### config.mk
export PLATFORM = sky130hd
export DESIGN_NAME = ttc_chanb_frame_decoder
export DESIGN_NICKNAME = d
export VERILOG_FILES = /design/src/rtl/ttc_chanb_frame_decoder.sv
export SDC_FILE = /design/constraint.sdc
export NUM_CORES = 1
export LEC_CHECK = 0
export ABC_CLOCK_PERIOD_IN_PS = 5600
export CORE_UTILIZATION = 50
export CTS_CLUSTER_DIAMETER = 120
export DETAILED_ROUTE_END_ITERATION = 8
export GPL_TIMING_DRIVEN = 1
export HOLD_SLACK_MARGIN = 0.05
export PLACE_DENSITY = 0.76
export SYNTH_ARGS = -nofsm -noshare
export SYNTH_HDL_FRONTEND = slang
export SYNTH_SLANG_ARGS = --single-unit
### constraint.sdc
create_clock -name clk -period 5.6 [get_ports clk]
set_clock_uncertainty 0.1 [all_clocks]
set_input_delay 0.84 -clock clk [delete_from_list [all_inputs] [get_ports clk]]
set_output_delay 0.84 -clock clk [all_outputs]
set_load 0.01 [all_outputs]
### src/rtl/ttc_chanb_frame_decoder.sv
// TTC channel B frame decoder: frames short/long frames from the strobed bit
// stream, checks the short-frame Hamming code and publishes broadcast commands.
module ttc_chanb_frame_decoder #(
  parameter int CNT_W = 16
) (
  input  logic             clk,
  input  logic             reset,
  input  logic             b_bit,
  input  logic             b_strobe,
  input  logic             clear_counters,
  output logic [5:0]       chan_b_info,
  output logic             evt_count_reset,
  output logic             bcnt_reset,
  output logic             chan_b_valid,
  output logic [CNT_W-1:0] hamming_err_count,
  output logic [CNT_W-1:0] stop_err_count,
  output logic [CNT_W-1:0] long_frame_count
);

  typedef enum logic [2:0] {
    S_IDLE, S_FMT, S_SHORT, S_SSTOP, S_LONG, S_LSTOP
  } state_e;

  localparam logic [5:0]       SHORT_LAST = 6'd12;  // 8 data + 5 check bits
  localparam logic [5:0]       LONG_LAST  = 6'd38;  // 39 payload bits
  localparam logic [CNT_W-1:0] CNT_ONE    = {{(CNT_W-1){1'b0}}, 1'b1};

  state_e           state_q, state_d;
  logic [5:0]       bit_cnt_q, bit_cnt_d;
  logic [12:0]      shift_q, shift_d;
  logic [7:0]       data_q;
  logic             valid_q;
  logic [CNT_W-1:0] ham_cnt_q, stop_cnt_q, long_cnt_q;

  logic             load_frame, inc_ham, inc_stop, inc_long;
  logic [7:0]       rx_data;
  logic [4:0]       rx_check;
  logic [3:0]       calc_lo;
  logic             calc_h4, ham_ok;

  // Received word: D7..D0 in the upper bits, H4..H0 in the lower bits.
  assign rx_data  = shift_q[12:5];
  assign rx_check = shift_q[4:0];
  assign calc_lo[0] = rx_data[0] ^ rx_data[1] ^ rx_data[2] ^ rx_data[3];
  assign calc_lo[1] = rx_data[0] ^ rx_data[4] ^ rx_data[5] ^ rx_data[6];
  assign calc_lo[2] = rx_data[1] ^ rx_data[2] ^ rx_data[4] ^ rx_data[5] ^ rx_data[7];
  assign calc_lo[3] = rx_data[1] ^ rx_data[3] ^ rx_data[4] ^ rx_data[6] ^ rx_data[7];
  assign calc_h4    = (^rx_data) ^ (^calc_lo);
  assign ham_ok     = ({calc_h4, calc_lo} == rx_check);

  function automatic logic [CNT_W-1:0] sat_inc(input logic [CNT_W-1:0] v, input logic inc);
    return (inc && (v != '1)) ? v + CNT_ONE : v;
  endfunction

  // NOTE: sequential state uses non-blocking assignments so every register
  // samples pre-edge values, independent of process evaluation order.
  always_ff @(posedge clk) begin
    if (reset) begin
      state_q   <= S_IDLE;
      bit_cnt_q <= '0;
      shift_q   <= '0;
    end else begin
      state_q   <= state_d;
      bit_cnt_q <= bit_cnt_d;
      shift_q   <= shift_d;
    end
  end

  // NOTE: every comb output gets a default first so no path infers a latch.
  always_comb begin
    state_d   = state_q;
    bit_cnt_d = bit_cnt_q;
    shift_d   = shift_q;
    if (b_strobe) begin
      unique case (state_q)
        S_IDLE:  if (!b_bit) state_d = S_FMT;
        S_FMT: begin
          bit_cnt_d = '0;
          state_d   = b_bit ? S_LONG : S_SHORT;
        end
        S_SHORT: begin
          shift_d   = {shift_q[11:0], b_bit};
          bit_cnt_d = bit_cnt_q + 6'd1;
          if (bit_cnt_q == SHORT_LAST) state_d = S_SSTOP;
        end
        S_LONG: begin
          bit_cnt_d = bit_cnt_q + 6'd1;
          if (bit_cnt_q == LONG_LAST) state_d = S_LSTOP;
        end
        // A stop bit of 0 is consumed here, never reinterpreted as a start.
        S_SSTOP, S_LSTOP: state_d = S_IDLE;
        default:          state_d = S_IDLE;
      endcase
    end
  end

  always_comb begin
    load_frame = 1'b0;
    inc_ham    = 1'b0;
    inc_stop   = 1'b0;
    inc_long   = 1'b0;
    if (b_strobe) begin
      unique case (state_q)
        S_SSTOP: begin
          if (!b_bit)     inc_stop   = 1'b1;
          else if (ham_ok) load_frame = 1'b1;
          else            inc_ham    = 1'b1;
        end
        S_LSTOP: begin
          if (b_bit) inc_long = 1'b1;
          else       inc_stop = 1'b1;
        end
        default: ;
      endcase
    end
  end

  always_ff @(posedge clk) begin
    if (reset) begin
      data_q  <= '0;
      valid_q <= 1'b0;
    end else begin
      valid_q <= load_frame;
      if (load_frame) data_q <= rx_data;
    end
  end

  // Clear wins over a same-cycle increment; that event is dropped.
  always_ff @(posedge clk) begin
    if (reset || clear_counters) begin
      ham_cnt_q  <= '0;
      stop_cnt_q <= '0;
      long_cnt_q <= '0;
    end else begin
      ham_cnt_q  <= sat_inc(ham_cnt_q, inc_ham);
      stop_cnt_q <= sat_inc(stop_cnt_q, inc_stop);
      long_cnt_q <= sat_inc(long_cnt_q, inc_long);
    end
  end

  assign chan_b_info       = data_q[7:2];
  assign evt_count_reset   = data_q[1];
  assign bcnt_reset        = data_q[0];
  assign chan_b_valid      = valid_q;
  assign hamming_err_count = ham_cnt_q;
  assign stop_err_count    = stop_cnt_q;
  assign long_frame_count  = long_cnt_q;

endmodule

==> results.json <==
{
  "drc": 0,
  "synth_fa_ha_area_frac": 0.0197,
  "p_total_mw": 1.08,
  "cts_tree": "done",
  "period_share": 0.589,
  "slowest_stage": "nor2_1",
  "numCtsBuffers": 9,
  "synth_simple_gate_area_frac": 0.296,
  "grt_pass1_vias": 2913,
  "top_layer": "met4",
  "met3_length_um": 307,
  "track_usage": 0.210,
  "crit_type": "in -> reg",
  "finalNonFillerCells": 605,
  "synth-compound-area-share": 0.111,
  "p_int_uw": 843,
  "ctsResizeCount": 0,
  "synth_xor_area_frac": 0.117,
  "cts.sinks": 79,
  "synthMuxAreaShare": 0.00790,
  "clk_pin_slew_worst_paths_ns": 0.09,
  "io_pins": 62,
  "cellLeakagePower_nw": 1.52,
  "crit_arrival_ns": 3.47,
  "synth_area_sq_um": 3800,
  "wl_met2_um": 4090,
  "start_util": 0.521,
  "die_y_um": 89.2,
  "synthesis.nets": 459,
  "clk_latency_ns": 0.35,
  "gp_congestion": 0.852,
  "wl_met1_um": 3540,
  "rows": 31,
  "rsz0062_at_grt": "no",
  "ys_warn_count": 0,
  "hp-class": "reg -> reg",
  "hold_viol_final": 0,
  "dr.pass1.iters": 4,
  "max_slew_margin": 0.403,
  "coreArea_sq_um": 7290,
  "final_layout_size_suffix_gt1_frac": 0.0494,
  "area_growth_pct": 23.1,
  "nets": 512,
  "port_buffers": 61,
  "min_period_ns": 3.30,
  "ys_seq_area_frac": 0.416,
  "setup_viol": 0,
  "die_w_um": 89.2,
  "cap_violations": 0,
  "synth_cells": 448,
  "crit_path_start": "b_strobe",
  "fin_area_sq_um": 4680,
  "vias": 3339,
  "synth_top_family_by_area": "simple AND/OR/NAND/NOR gates",
  "die-area_sq_um": 7960,
  "switchingPower_uw": 237,
  "hpwl_um": 5710,
  "cts-htree-levels": 3,
  "max-clock-path-buffers": 2,
  "worstMarginPinSlew_ns": 0.888,
  "drt_iter0_markers": 176,
  "switching_share": 0.220,
  "cts-hold-fix-buffers": 0,
  "avgSynthCellArea_sq_um": 8.49,
  "slew_violations": 0,
  "status": "finished clean",
  "antenna_found_initial": 0,
  "root_buffer": "clkbuf_8",
  "cp_top_family": "simple AND/OR/NAND/NOR gates",
  "ir_drop_v": 0.000141,
  "drt-total-wl_um": 8010,
  "wl_per_cell_um": 13.2,
  "cts_setup_buffers": 0,
  "combPwrFrac": 0.039,
  "tns_ns": 0,
  "pwr-share-clk": 0.433,
  "grt_max_degree": 46,
  "crit_path_max_fanout": 15,
  "powerDensity_nw_per_um2": 231,
  "path_common_cell": "or3_1",
  "ant_nets": 0,
  "overflow": 0,
  "max_freq_ghz": 0.303,
  "critical_path.max_stage_delay_ns": 0.70,
  "worst-path-buf-inv": 1,
  "pwr-share-seq": 0.528,
  "rr_startpoint": "state_q[2]$_SDFFE_PP0P_",
  "synth_cell_types": 44,
  "viasPerCell": 5.52,
  "cp.required_ns": 5.78,
  "hp-start": "data_q[0]$_SDFFE_PP0P_",
  "end_kind": "flop",
  "place_inst": 589,
  "cp_cell_sequence": "clkdlybuf4s50_1 -> nand4b_1 -> nor2_1 -> nand4_1 -> or3_1 -> or3_1 -> a21oi_1",
  "placed_area_sq_um": 4460,
  "ys_ff_latch": 79,
  "final_common_cell": "dfxtp_1",
  "most-common-layout-cells": "dfxtp_1, clkdlybuf4s50_1, nand2_1",
  "diodes": 0,
  "grt_pass1_wl_um": 13100,
  "cp-start-kind": "input port"
}
-- registers in the layout (all words and copies together) (netlist names) --
signal             count
chan_b_valid           1
stop_err_count        16
hamming_err_count     16
bit_cnt_q              6
shift_q               13
long_frame_count      16
state_q                3
data_q                 8
-- worst paths after layout --
kind	endpoint	slack (ns)	depth (start not counted)
setup / recovery	hamming_err_count[12]$_SDFFE_PP0P_	2.30	7
hold / removal	data_q[0]$_SDFFE_PP0P_	0.36	2
setup reg to reg	hamming_err_count[12]$_SDFFE_PP0P_	2.91	6
hold reg to reg	data_q[0]$_SDFFE_PP0P_	0.36	2
-- power by group through the flow --
| stage | Combinational (mW) | Sequential (mW) | Clock, mW |
|---|---|---|---|
| after floorplan | 0.0370 | 0.579 | 0 |
| after global placement | 0.0414 | 0.584 | 0 |
| after detailed placement | 0.0424 | 0.584 | 0 |
| after CTS | 0.0425 | 0.570 | 0.479 |
| after global routing | 0.0476 | 0.572 | 0.505 |
| final | 0.0425 | 0.571 | 0.468 |
-- kinds of logic (layout without fill, tap and decap cells) --
| kind of cell | after synthesis | count (layout) |
|---|---|---|
| flip-flops | 79 | 79 |
| adder cells (fa/ha/maj) | 6 | 6 |
| XOR/XNOR | 51 | 51 |
| AND/OR/NAND/NOR | 211 | 211 |
| buffers and inverters | 28 | 86 |
| AO/OA/AOI/OAI | 70 | 70 |
| multiplexers | 3 | 3 |
-- metal layers --
layer | GRT usage | vias to the layer above
met5 | 0 | -
met4 | 0.0750 | 0
met2 | 0.365 | 71
met3 | 0.0572 | 8
li1 | - | 1684
met1 | 0.250 | 1576
-- Yosys cell counts (all sizes together) --
cell type | count | area, sq um
and3 | 10 | 62.6
buf | 8 | 47.5
o31ai | 7 | 52.6
nand4 | 19 | 119
xor2 | 32 | 280
ha | 6 | 75.1
nand2b | 9 | 56.3
mux2i | 3 | 30.0
nor2b | 3 | 18.8
a221oi | 1 | 26.3
nand4b | 11 | 96.3
a31oi | 1 | 6.26
or3 | 12 | 80.1
and2 | 2 | 12.5
dfxtp | 79 | 1580
nor4b | 1 | 15.0
a21oi | 33 | 165
o21a | 2 | 15.0
nand3b | 1 | 7.51
a211oi | 1 | 7.51
or4 | 5 | 37.5
inv | 6 | 22.5
a2111oi | 1 | 15.0
and4 | 8 | 70.1
a21o | 1 | 7.51
or2 | 2 | 12.5
o31a | 1 | 8.76
o211ai | 1 | 7.51
nand3 | 19 | 95.1
nand2 | 50 | 188
clkbuf | 14 | 52.6
nor2 | 48 | 180
xnor2 | 19 | 166
a222oi | 1 | 10.0
nor4 | 4 | 31.3
o21ai | 20 | 100
nor3 | 4 | 20.0
nor3b | 3 | 22.5
-- worst reg2reg max path, stage by stage (launching register included) --
cell	delay [ns]
dfxtp_1	0.44
nand4b_1	0.26
nor2_1	0.70
nand4_1	0.26
or3_1	0.39
or3_1	0.33
a21oi_1	0.14
-- metrics by stage --
stage          utilization  worst slack [ns]  hold WS, ns
3_3_place_gp         0.612              2.12        0.354
5_1_grt              0.642              2.09        0.396
2_1_floorplan            -              3.11        0.357
6_report             0.642              2.30        0.364
3_5_place_dp         0.612              2.00        0.353
4_1_cts              0.642              2.35        0.367
-- layout make-up --
class	instances	area [sq um]
sequential	79	1580
clock inverter	5	81.3
inverter	6	22.5
multi-input combinational	341	2100
timing repair buffer	64	633
clock buffer	11	141
tap	99	124
fill	656	2610
No activity file was read; power rests on OpenSTA's default activity.
